**config.mk**
```make
export PLATFORM = sky130hd
export DESIGN_NAME = serial_byte_enqueuer
export DESIGN_NICKNAME = d
export VERILOG_FILES = /design/src/rtl/fila_pkg.sv /design/src/rtl/sat_counter8.sv /design/src/rtl/serial_byte_enqueuer.sv
export SDC_FILE = /design/constraint.sdc
export NUM_CORES = 1
export LEC_CHECK = 0
export BUFFER_PORTS_ARGS = -buffer_cell sky130_fd_sc_hd__buf_4
export CAP_MARGIN = 20
export CELL_PAD_IN_SITES_DETAIL_PLACEMENT = 1
export CELL_PAD_IN_SITES_GLOBAL_PLACEMENT = 2
export CORE_MARGIN = 5
export CORE_UTILIZATION = 37
export DETAILED_ROUTE_END_ITERATION = 6
export PLACE_DENSITY = 0.86
export SLEW_MARGIN = 20
export SYNTH_ARGS = -nofsm -noshare
export SYNTH_HDL_FRONTEND = slang
export SYNTH_SLANG_ARGS = --single-unit
```
**constraint.sdc**
```tcl
create_clock -name clock_10KHz -period 3.6 [get_ports clock_10KHz]
set_clock_uncertainty 0.2 [all_clocks]
set_input_delay 0.18 -clock clock_10KHz [delete_from_list [all_inputs] [get_ports clock_10KHz]]
set_output_delay 0.18 -clock clock_10KHz [all_outputs]
set_load 0.02 [all_outputs]
```
**src/rtl/fila_pkg.sv**
```systemverilog
// fila_pkg: shared types, constants and helpers for the byte-queue feeder.
//   enq_state_e     : enqueuer FSM states (COLLECT, PUSH, HOLD)
//   DEF_QUEUE_DEPTH : default queue capacity
//   DATA_W          : byte width
//   sat_inc8        : saturating increment for 8-bit counters
package fila_pkg;
    typedef enum logic [1:0] {COLLECT, PUSH, HOLD} enq_state_e;
    localparam int DEF_QUEUE_DEPTH = 8;
    localparam int DATA_W = 8;
    function automatic logic [7:0] sat_inc8(input logic [7:0] v);
        return (v == 8'hFF) ? v : v + 8'd1;
    endfunction
endpackage

```
**src/rtl/sat_counter8.sv**
```systemverilog
// sat_counter8: 8-bit event counter that sticks at 255.
//   clk   in  : clock, rising edge
//   rst_n in  : asynchronous active-low reset
//   inc   in  : count one event this cycle
//   clear in  : synchronous clear (wins over inc)
//   count out : current count
module sat_counter8
    import fila_pkg::*;
(
    input  logic       clk,
    input  logic       rst_n,
    input  logic       inc,
    input  logic       clear,
    output logic [7:0] count
);
    logic [7:0] count_q, count_d;

    always_comb count_d = clear ? 8'd0 : inc ? sat_inc8(count_q) : count_q;

    always_ff @(posedge clk or negedge rst_n)
        if (!rst_n) count_q <= 8'd0;
        else        count_q <= count_d;

    assign count = count_q;
endmodule

```
**src/rtl/serial_byte_enqueuer.sv**
```systemverilog
// serial_byte_enqueuer: assembles an MSB-first bit stream into bytes and pushes them to the byte queue.
//   clock_10KHz    in  : clock, rising edge
//   reset          in  : asynchronous active-low reset
//   bit_in         in  : serial data bit
//   bit_valid_in   in  : bit_in is sampled this edge
//   frame_abort_in in  : discard the partially assembled byte
//   len_in         in  : current queue occupancy
//   data_out       out : last pushed byte
//   enqueue_out    out : one-cycle push strobe
//   busy_out       out : push or hold-off in progress
//   bit_count_out  out : bits collected toward the current frame
//   drop_count_out out : dropped bytes, saturating
//   parity_err_out out : bad-parity frames, saturating (SERIAL_PARITY_CHECK_EN only)
// Build option: define SERIAL_PARITY_CHECK_EN for 9-bit frames with even parity.
module serial_byte_enqueuer
    import fila_pkg::*;
#(
    parameter int QUEUE_DEPTH = DEF_QUEUE_DEPTH,
    parameter int LEN_W       = 4,
    parameter int HOLDOFF     = 2
) (
    input  logic             clock_10KHz,
    input  logic             reset,
    input  logic             bit_in,
    input  logic             bit_valid_in,
    input  logic             frame_abort_in,
    input  logic [LEN_W-1:0] len_in,
`ifdef SERIAL_PARITY_CHECK_EN
    output logic [7:0]       parity_err_out,
`endif
    output logic [7:0]       data_out,
    output logic             enqueue_out,
    output logic             busy_out,
    output logic [3:0]       bit_count_out,
    output logic [7:0]       drop_count_out
);
`ifdef SERIAL_PARITY_CHECK_EN
    localparam int FRAME_BITS = 9;
    // The shifter only needs to hold the bits that precede the final one.
    localparam int SHIFT_W = 8;
`else
    localparam int FRAME_BITS = 8;
    localparam int SHIFT_W = 7;
`endif
    localparam logic [3:0]     LAST_BIT = 4'(FRAME_BITS - 1);
    localparam logic [3:0]     HOLD_LD  = 4'(HOLDOFF);
    localparam logic [LEN_W:0] DEPTH_L  = (LEN_W + 1)'(QUEUE_DEPTH);

    enq_state_e          state_q, state_d;
    logic [SHIFT_W-1:0]  shift_q, shift_d;
    logic [3:0]          bit_cnt_q, bit_cnt_d;
    logic [3:0]          hold_q, hold_d;
    logic [DATA_W-1:0]   data_q, data_d;
    logic [DATA_W-1:0]   frame_byte;
    logic                complete, parity_ok, accept, drop_inc;

`ifdef SERIAL_PARITY_CHECK_EN
    logic                perr_inc;
    assign frame_byte = shift_q;
    assign parity_ok  = ~^{shift_q, bit_in};
`else
    assign frame_byte = {shift_q, bit_in};
    assign parity_ok  = 1'b1;
`endif

    always_comb begin
        shift_d   = shift_q;
        bit_cnt_d = bit_cnt_q;
        complete  = 1'b0;
        // Abort outranks a valid bit on the same edge.
        if (frame_abort_in) begin
            shift_d   = '0;
            bit_cnt_d = 4'd0;
        end else if (bit_valid_in) begin
            shift_d   = {shift_q[SHIFT_W-2:0], bit_in};
            complete  = (bit_cnt_q == LAST_BIT);
            bit_cnt_d = complete ? 4'd0 : bit_cnt_q + 4'd1;
        end
    end

    // Occupancy matters only at the completion edge; a push already scheduled is never revoked.
    assign accept   = complete && parity_ok && state_q == COLLECT && {1'b0, len_in} < DEPTH_L;
    assign drop_inc = complete && parity_ok && !accept;
`ifdef SERIAL_PARITY_CHECK_EN
    assign perr_inc = complete && !parity_ok;
`endif

    always_comb begin
        state_d = state_q;
        hold_d  = hold_q;
        data_d  = data_q;
        case (state_q)
            COLLECT: begin
                data_d  = accept ? frame_byte : data_q;
                state_d = accept ? PUSH : COLLECT;
            end
            PUSH: begin
                state_d = HOLD;
                hold_d  = HOLD_LD;
            end
            HOLD: begin
                // Leave once the counter reaches zero, giving HOLDOFF idle cycles.
                hold_d  = hold_q - 4'd1;
                state_d = (hold_q == 4'd1) ? COLLECT : HOLD;
            end
            default: state_d = COLLECT;
        endcase
    end

    always_ff @(posedge clock_10KHz or negedge reset)
        if (!reset) begin
            state_q   <= COLLECT;
            shift_q   <= '0;
            bit_cnt_q <= 4'd0;
            hold_q    <= 4'd0;
            data_q    <= '0;
        end else begin
            state_q   <= state_d;
            shift_q   <= shift_d;
            bit_cnt_q <= bit_cnt_d;
            hold_q    <= hold_d;
            data_q    <= data_d;
        end

    sat_counter8 u_drop_cnt (
        .clk   (clock_10KHz),
        .rst_n (reset),
        .inc   (drop_inc),
        .clear (1'b0),
        .count (drop_count_out)
    );

`ifdef SERIAL_PARITY_CHECK_EN
    sat_counter8 u_perr_cnt (
        .clk   (clock_10KHz),
        .rst_n (reset),
        .inc   (perr_inc),
        .clear (1'b0),
        .count (parity_err_out)
    );
`endif

    assign data_out      = data_q;
    assign enqueue_out   = (state_q == PUSH);
    assign busy_out      = (state_q != COLLECT);
    assign bit_count_out = bit_cnt_q;
endmodule

```
== After elaboration in Yosys (flattened, before gate mapping) ==
Cells that the tools add are included.

* Register bits after elaboration: 33
* Word-level logic and storage cells: 37
* Output and inout bits: 22
* Bits of input ports: 9

* Add/sub/neg operators: 3
* Multiplexer cells: 11
* Bitwise operators: 1
* Equal/unequal tests: 5
* Reduce and logical (&&, ||, !) cells: 10
* Order comparisons: 1

{| class="wikitable"
|+ Operators by type and width
! operator !! count
|-
| 2-to-1 mux 7 bit || 2
|-
| 2-to-1 mux 4 bit || 3
|-
| adder 8 x 1 -> 8 bit (second input constant) || 1
|-
| equality test 8 bit (second input constant) || 1
|-
| one-hot mux 4 bit (2 select lines) || 1
|-
| one-hot mux 2 bit (3 select lines) || 1
|-
| nonzero test 2 bit || 3
|-
| adder 4 x 1 -> 4 bit (second input constant) || 1
|-
| equality test 4 x 1 -> 1 bit (second input constant) || 1
|-
| equality test 4 x 3 -> 1 bit (second input constant) || 1
|-
| < comparator 4 bit (second input constant) || 1
|-
| AND reduction 2 bit || 2
|-
| subtractor 4 x 1 -> 4 bit (second input constant) || 1
|-
| logical AND 1 bit || 3
|-
| 2-to-1 mux 1 bit || 3
|-
| equality test 2 x 1 -> 1 bit (second input constant) || 1
|-
| equality test 2 bit (second input constant) || 1
|-
| zero test 2 bit || 1
|-
| 2-to-1 mux 2 bit || 1
|-
| zero test 1 bit || 1
|-
| inverter 1 bit || 1
|}

== Logic depth before layout (Yosys ltp) ==
Gate-level depths: netlist of run 1.

* Depth in word-level cells: 8
* Depth in mapped cells: 6

== Hierarchy ==
A second synthesis of run 1 with hierarchy kept.

* Cell total of the unflattened synthesis: 146
* Area, all modules: 1675.4 um^2

{| class="wikitable"
|+ By module, submodules not included
! module !! cells each !! area each (um^2) !! times used
|-
| serial_byte_enqueuer || 98 || 1186.1 || 1
|-
| sat_counter8 || 48 || 489.2 || 1
|}

== Least setup slack after synthesis of run 1 ==
Ideal clock, no wire load.

* Path kind: flip-flop to flip-flop
* Start point: reg state_q[0]
* End point: reg u_drop_cnt.count_q[1] (netlist: u_drop_cnt.count[1])
* Arrival: 1.539 ns
* Cell stages (with the launch flop): 7
* Library setup time: 0.125 ns
* Path slack: 1.736 ns
* Path through: dfrtp_1 -> inv_1 -> ha_1 -> nor2b_1 -> nor4_4 -> nand2_2 -> mux2_4

* Cells in the longest elaborated chain, start to end: 6

{| class="wikitable"
|+ RTL lines
! what !! line !! text
|-
| from (decl) || serial_byte_enqueuer.sv:49 || <nowiki>enq_state_e state_q, state_d;</nowiki>
|-
| from (signal assigned) || serial_byte_enqueuer.sv:118 || <nowiki>state_q <= state_d;</nowiki>
|-
| zero test 2 bit || serial_byte_enqueuer.sv:82 || <nowiki>assign accept = complete && parity_ok && state_q == COLLECT && {1'b0, len_in} < DEPTH_L;</nowiki>
|-
| logical AND 1 bit (2 in a row) || serial_byte_enqueuer.sv:82 ||
|-
| zero test 1 bit || serial_byte_enqueuer.sv:83 || <nowiki>assign drop_inc = complete && parity_ok && !accept;</nowiki>
|-
| logical AND 1 bit || serial_byte_enqueuer.sv:83 ||
|-
| AND reduction 2 bit (no line) || -- ||
|-
| to (signal assigned) || sat_counter8.sv:22 || <nowiki>else count_q <= count_d;</nowiki>
|-
| to (decl) || sat_counter8.sv:16 || <nowiki>logic [7:0] count_q, count_d;</nowiki>
|}

No other way between the ends.
A chain may end at the register's enable or synchronous reset.

== Worst setup path after layout of run 1 ==
Same ends and word-level chain as after synthesis.

==> flow_summary.toml, run 1 <==
[layout]
final_cells = 216
area_growth_pct = 26.5
final_common_cell = "dfrtp_1"
final-seq-area_um2 = 826
diodes = 0
nets = 182
stdcell_area_mm2 = 0.00192
utilization = 0.480
final_layout_size_suffix_gt1_frac = 0.283
mostFrequentLayoutCells = "dfrtp_1 (33), buf_4 (27), nor2_1 (12), nand3_1 (9), mux2i_1 (9)"
multi_input_area_um2 = 653
fillers = 433

[hold_path]
min_path_cells = 4
hp-class = "in -> reg"

[critical_path]
arrival_ps = 2050
cp_cell_sequence = "inv_1, ha_1, nor2b_1, nor4_4, nand2_2, mux2_4"
r2r_cells = 6
worstPathRequired_ps = 3570
cp_slowest_cell = "nor4_4"
worstSetupStartpointType = "flip-flop"
slowest_delay_ps = 450
worstSetupEndpointType = "flip-flop"
r2r_setup_slack_ps = 1520
cp_max_fo = 7
timing_worst_setup_path_type = "reg -> reg"

[cts]
clockBufferDepth = 2
post_cts_resized = 0
clock-sinks = 33
clk_latency_ps = 290
cts_made_buffers = 5
post-cts-setup-buffers = 0
cts_root_buffer = "clkbuf_8"
cts_tree = "yes"
postCtsHoldBufs = 3
clk_pin_slew_worst_paths_ps = 70
htree_levels = 2

[global_routing]
grt_max_degree = 34
grt_overflow = 0
grt_pass1_wl_mm = 5.72
grt_pass1_vias = 1208
track_usage = 0.140
antenna_found_initial = 0

[sta]
rsz0062_at_grt = "false"
tightest_slew_ps = 485
whs_ps = 33.9
finalHoldViolations = 0
setup_ws_ps = 1520
fmax_ghz = 0.482
setup_viol = 0
period_share = 0.577
final.min_clock_period_ps = 2080
slew_viol_final = 0
setup_tns_ps = 0
slew_headroom = 0.674

[pwr]
ir_drop_v = 0.000219
p_per_area_mw_per_mm2 = 402
p_leak_nw = 0.943
report.power.total_uw = 772

[routing]
remaining_drc_errors = 0
viasPerCell = 4.97
routed_wl_mm = 3.28
first_pass_iters = 3
routedWlPerCell_um = 15.2
dr_total_vias = 1074
dr.first_iter.drc_count = 38
drtAntennaViolNets = 0

[status]
outcome = "finished clean"

[yosys]
avgSynthCellArea_um2 = 11.7
yosysUniqueCellTypes = 29
yosysWarnings = 0
synth_nets = 147
yosys-top-cells-area = "dfrtp_1 (54%), ha_1 (6.6%), mux2i_1 (5.9%), mux2_2 (5.9%), xnor2_1 (4.0%)"
synth_cells = 130
synth-seq-cells = 33
yosysTopAreaCellShare = 0.544
syn-cell-area_mm2 = 0.00152
yosysSeqAreaShare = 0.544
synth_top_area_cell = "dfrtp_1"

[floorplan]
die_height_um = 74.0
rows = 23
initial_core_util = 0.379
dieArea_mm2 = 0.00548
io_pins = 31
die_w_um = 74.0
core_mm2 = 0.00400

[place]
place_area_mm2 = 0.00177
port_buffers = 27
gp_congestion = 0.745
dp_hpwl_mm = 2.36
dp_cells = 205
place_ws_ps = 1500

[job]
cap_viol_max_count = 0
worst max-delay path, delay by kind of cell, from the launching register on:
| kind | cells | cell delay (ps) |
|---|---|---|
| and+or+nand+nor | 3 | 770 |
| DFF | 1 | 370 |
| muxes | 1 | 320 |
| adders and majority gates | 1 | 210 |
| buffers and inverters | 1 | 90 |
routing by layer:
layer	vias up	global-route usage	part of all wire
li1	515	-	-
met1	531	0.171	0.43
met2	21	0.226	0.51
met3	7	0.0270	0.042
met4	0	0.0845	0.023
met5	-	0	0
registers in the layout (all words and copies together) (netlist names):
name	cells
state_q	2
hold_q	4
shift_q	7
u_drop_cnt.count	8
data_out	8
bit_count_out	4
report_power, final:
part	leakage (nW)	internal (mW)	switching [mW]	total (mW)
clock network	0.0543	0.207	0.144	0.351
logic	0.430	0.0161	0.0248	0.0408
registers	0.459	0.375	0.00494	0.380
final timing paths:
path	end	startpoint
hold / removal	state_q[0]$_DFF_PN0_	len_in[3]
setup / recovery	u_drop_cnt.count[1]$_DFFE_PN0P_	state_q[0]$_DFF_PN0_
hold reg to reg	u_drop_cnt.count[7]$_DFFE_PN0P_	u_drop_cnt.count[7]$_DFFE_PN0P_
max in group asynchronous	u_drop_cnt.count[6]$_DFFE_PN0P_	reset
setup reg to reg	u_drop_cnt.count[1]$_DFFE_PN0P_	state_q[0]$_DFF_PN0_
min in group asynchronous	data_out[2]$_DFFE_PN0P_	reset
cell families after synthesis:
family	Yosys count	synth area share
AO/OA/AOI/OAI	9	0.0338
AND/OR/NAND/NOR	44	0.156
multiplexers	18	0.129
flip-flops	33	0.544
XOR/XNOR	8	0.0462
adder cells (fa/ha/maj)	8	0.0660
buffers and inverters	10	0.0256
synthesized netlist by cell type:
| master | n |
|---|---|
| clkbuf_1 | 1 |
| xor2_1 | 1 |
| nand2_2 | 1 |
| xnor2_1 | 7 |
| nor4_4 | 1 |
| or3_1 | 1 |
| o21a_1 | 1 |
| nor3_1 | 2 |
| nand2_1 | 6 |
| nand2b_2 | 1 |
| and3_1 | 2 |
| inv_1 | 8 |
| ha_1 | 8 |
| nor2_1 | 12 |
| mux2i_1 | 9 |
| o22ai_1 | 1 |
| or2_1 | 1 |
| and4_1 | 1 |
| o21ai_0 | 4 |
| mux2_2 | 8 |
| a31oi_1 | 2 |
| a21oi_1 | 1 |
| dfrtp_1 | 33 |
| nor2b_1 | 2 |
| nand3_1 | 9 |
| nand4_1 | 4 |
| mux2_4 | 1 |
| nor4_1 | 1 |
| buf_2 | 1 |
area by class of cell:
cell class              instances  area share
repair buffers                 30       0.121
clock buffers                   5      0.0359
clock inverters                 3      0.0241
multi-input cells              87       0.340
flip-flops and latches         33       0.430
well taps                      50      0.0326
inverters                       8      0.0156
Power figures use the tool's default switching activity.
==> run 2: changes to the inputs <==
--- a/config.mk
+++ b/config.mk
@@ -10,9 +10,9 @@
 export CELL_PAD_IN_SITES_DETAIL_PLACEMENT = 1
 export CELL_PAD_IN_SITES_GLOBAL_PLACEMENT = 2
 export CORE_MARGIN = 5
-export CORE_UTILIZATION = 37
+export CORE_UTILIZATION = 31
 export DETAILED_ROUTE_END_ITERATION = 6
-export PLACE_DENSITY = 0.86
+export PLACE_DENSITY = 0.77
 export SLEW_MARGIN = 20
 export SYNTH_ARGS = -nofsm -noshare
 export SYNTH_HDL_FRONTEND = slang
==> constraint.sdc (replaced) <==
create_clock -name clock_10KHz -period 1.9 [get_ports clock_10KHz]
set_clock_uncertainty 0.2 [all_clocks]
set_input_delay 0.095 -clock clock_10KHz [delete_from_list [all_inputs] [get_ports clock_10KHz]]
set_output_delay 0.095 -clock clock_10KHz [all_outputs]
set_load 0.02 [all_outputs]
==> run 2 against run 1 <==
  * Via count increased by 8.5%
  * Worst hold slack got worse by 9.6 ps
  * Largest cell class unchanged
  * Utilization fell by 5.0 points
  * Design area is 5.7% higher
  * Sequential power is 89% higher
  * Sequential share of layout area down 2.3 points
  * First-iteration DRC count fell by 18%
  * Non-clock buffer count rose by 13
==> flow_summary.toml, run 2 (synthesis gave the netlist of run 1 again) <==
[layout]
nets = 195
mostFrequentLayoutCells = "buf_4 (38), dfrtp_1 (33), nor2_1 (12), nand3_1 (9), mux2i_1 (9)"
final_layout_size_suffix_gt1_frac = 0.346
area_growth_pct = 33.7
final_common_cell = "buf_4"
diodes = 0
stdcell_area_mm2 = 0.00203
fillers = 526

[cts]
clock-sinks = 33
clk_latency_ps = 280
cts_made_buffers = 5
htree_levels = 2
clockBufferDepth = 2
cts_tree = "yes"
cts_root_buffer = "clkbuf_8"
clk_pin_slew_worst_paths_ps = 70

[critical_path]
worstSetupEndpointType = "flip-flop"
rr_startpoint = "state_q[0]$_DFF_PN0_"
worstSetupStartpointType = "flip-flop"
cp_max_fo = 7
worstPathRequired_ps = 1870
cp_cell_sequence = "inv_2, ha_2, nor2b_4, nor4_4, buf_6, nand2_4, mux2_4"
arrival_ps = 1790
slowest_delay_ps = 360
timing_worst_setup_path_type = "reg -> reg"
setup.worst_path.start = "state_q[0]$_DFF_PN0_"
cp_slowest_cell = "dfrtp_1"

[place]
place_ws_ps = -54.3
port_buffers = 27
place_area_mm2 = 0.00187
gp_congestion = 0.727
dp_hpwl_mm = 2.56

[global_routing]
grt_overflow = 0
grt_pass1_wl_mm = 6.17
track_usage = 0.126
antenna_found_initial = 0
grt_pass1_vias = 1306
grt_max_degree = 34

[sta]
period_share = 0.955
setup_ws_ps = 86.2
slew_viol_final = 0
fmax_ghz = 0.551
slew_headroom = 0.717
setup_viol = 0
tightest_slew_ps = 424
finalHoldViolations = 0
final.min_clock_period_ps = 1810

[routing]
first_pass_iters = 4
routed_wl_mm = 3.49
routedWlPerCell_um = 14.2
remaining_drc_errors = 0
dr.first_iter.drc_count = 31
dr_total_vias = 1165
drtAntennaViolNets = 0
viasPerCell = 4.74

[floorplan]
rows = 25
core_mm2 = 0.00472
die_w_um = 80.0
initial_core_util = 0.321
dieArea_mm2 = 0.00640
die_height_um = 80.0
io_pins = 31

[hold_path]
hp-class = "in -> reg"
hp-start = "bit_valid_in"

[job]
cap_viol_max_count = 0

[status]
outcome = "finished clean"

[pwr]
p_leak_nw = 1.00
ir_drop_v = 0.000394
p_per_area_mw_per_mm2 = 649
run 2: cell count changes in the layout (fill, tap and decap cells not counted), moves of 2 or more:
cell | previous run | this run
ha_1 | 8 | 6
inv_1 | 8 | 6
ha_2 | 0 | 2
clkbuf_1 | 0 | 3
buf_4 | 27 | 38
inv_2 | 0 | 2
run 2: power by group:
part | switching [mW] | internal, mW
logic | 0.0520 | 0.0385
clock network | 0.248 | 0.260
registers | 0.00748 | 0.711
run 2: per-layer routing:
layer / GRT usage / routed length, um / vias to the layer above
li1: - / - / 541
met1: 0.143 / 1480 / 596
met2: 0.216 / 1770 / 22
met3: 0.0429 / 183 / 6
met4: 0.0507 / 63 / 0
met5: 0 / 0 / -
run 2: critical path: cells and delay by family, from the launching register on:
kind / cells / cell delay [ps]
mux: 1 / 290
fa+ha+maj: 1 / 180
simple gates: 3 / 460
buf+inv: 2 / 220
flops: 1 / 360
run 2: layout make-up:
class                           count  area (um2)  share of cell area
Inverter                            8        30.0              0.0148
Sequential cell                    33         826               0.407
Clock buffer                        8        80.1              0.0395
Multi-Input combinational cell     87         673               0.332
Timing Repair Buffer               43         337               0.166
Tap cell                           67        83.8              0.0413
run 2: path summary, 6_finish.rpt:
kind,slack [ps],to,cells past startpoint
worst min-delay path,20,shift_q[0]$_DFFE_PN0P_,3
min in group asynchronous,90,data_out[1]$_DFFE_PN0P_,2
worst min register to register,300,u_drop_cnt.count[7]$_DFFE_PN0P_,1
worst max-delay path,90,u_drop_cnt.count[1]$_DFFE_PN0P_,7
max in group asynchronous,1110,data_out[0]$_DFFE_PN0P_,2
worst max register to register,90,u_drop_cnt.count[1]$_DFFE_PN0P_,7
run 2: timing repair:
action,4_1_cts,5_1_grt
hold buffers,3,1
buffers inserted,1,2
gates resized for setup,3,6
endpoints found under the hold margin,46,1
cloned,0,0
pin swaps,1,1
setup endpoints to repair,1,12
run 2: per-stage QoR:
step | hold WS (ps) | total power [mW] | setup TNS (ps) | utilization | instances
after floorplan | -401 | 0.768 | 0 | - | 130
after global placement | -138 | 0.811 | -19.4 | 0.396 | 232
after detailed placement | -128 | 0.815 | -54.3 | 0.396 | 232
after CTS | 14.7 | 1.34 | 0 | 0.423 | 244
after global routing | 32.0 | 1.39 | -2.19 | 0.430 | 246
final | 24.3 | 1.32 | 0 | 0.430 | 246
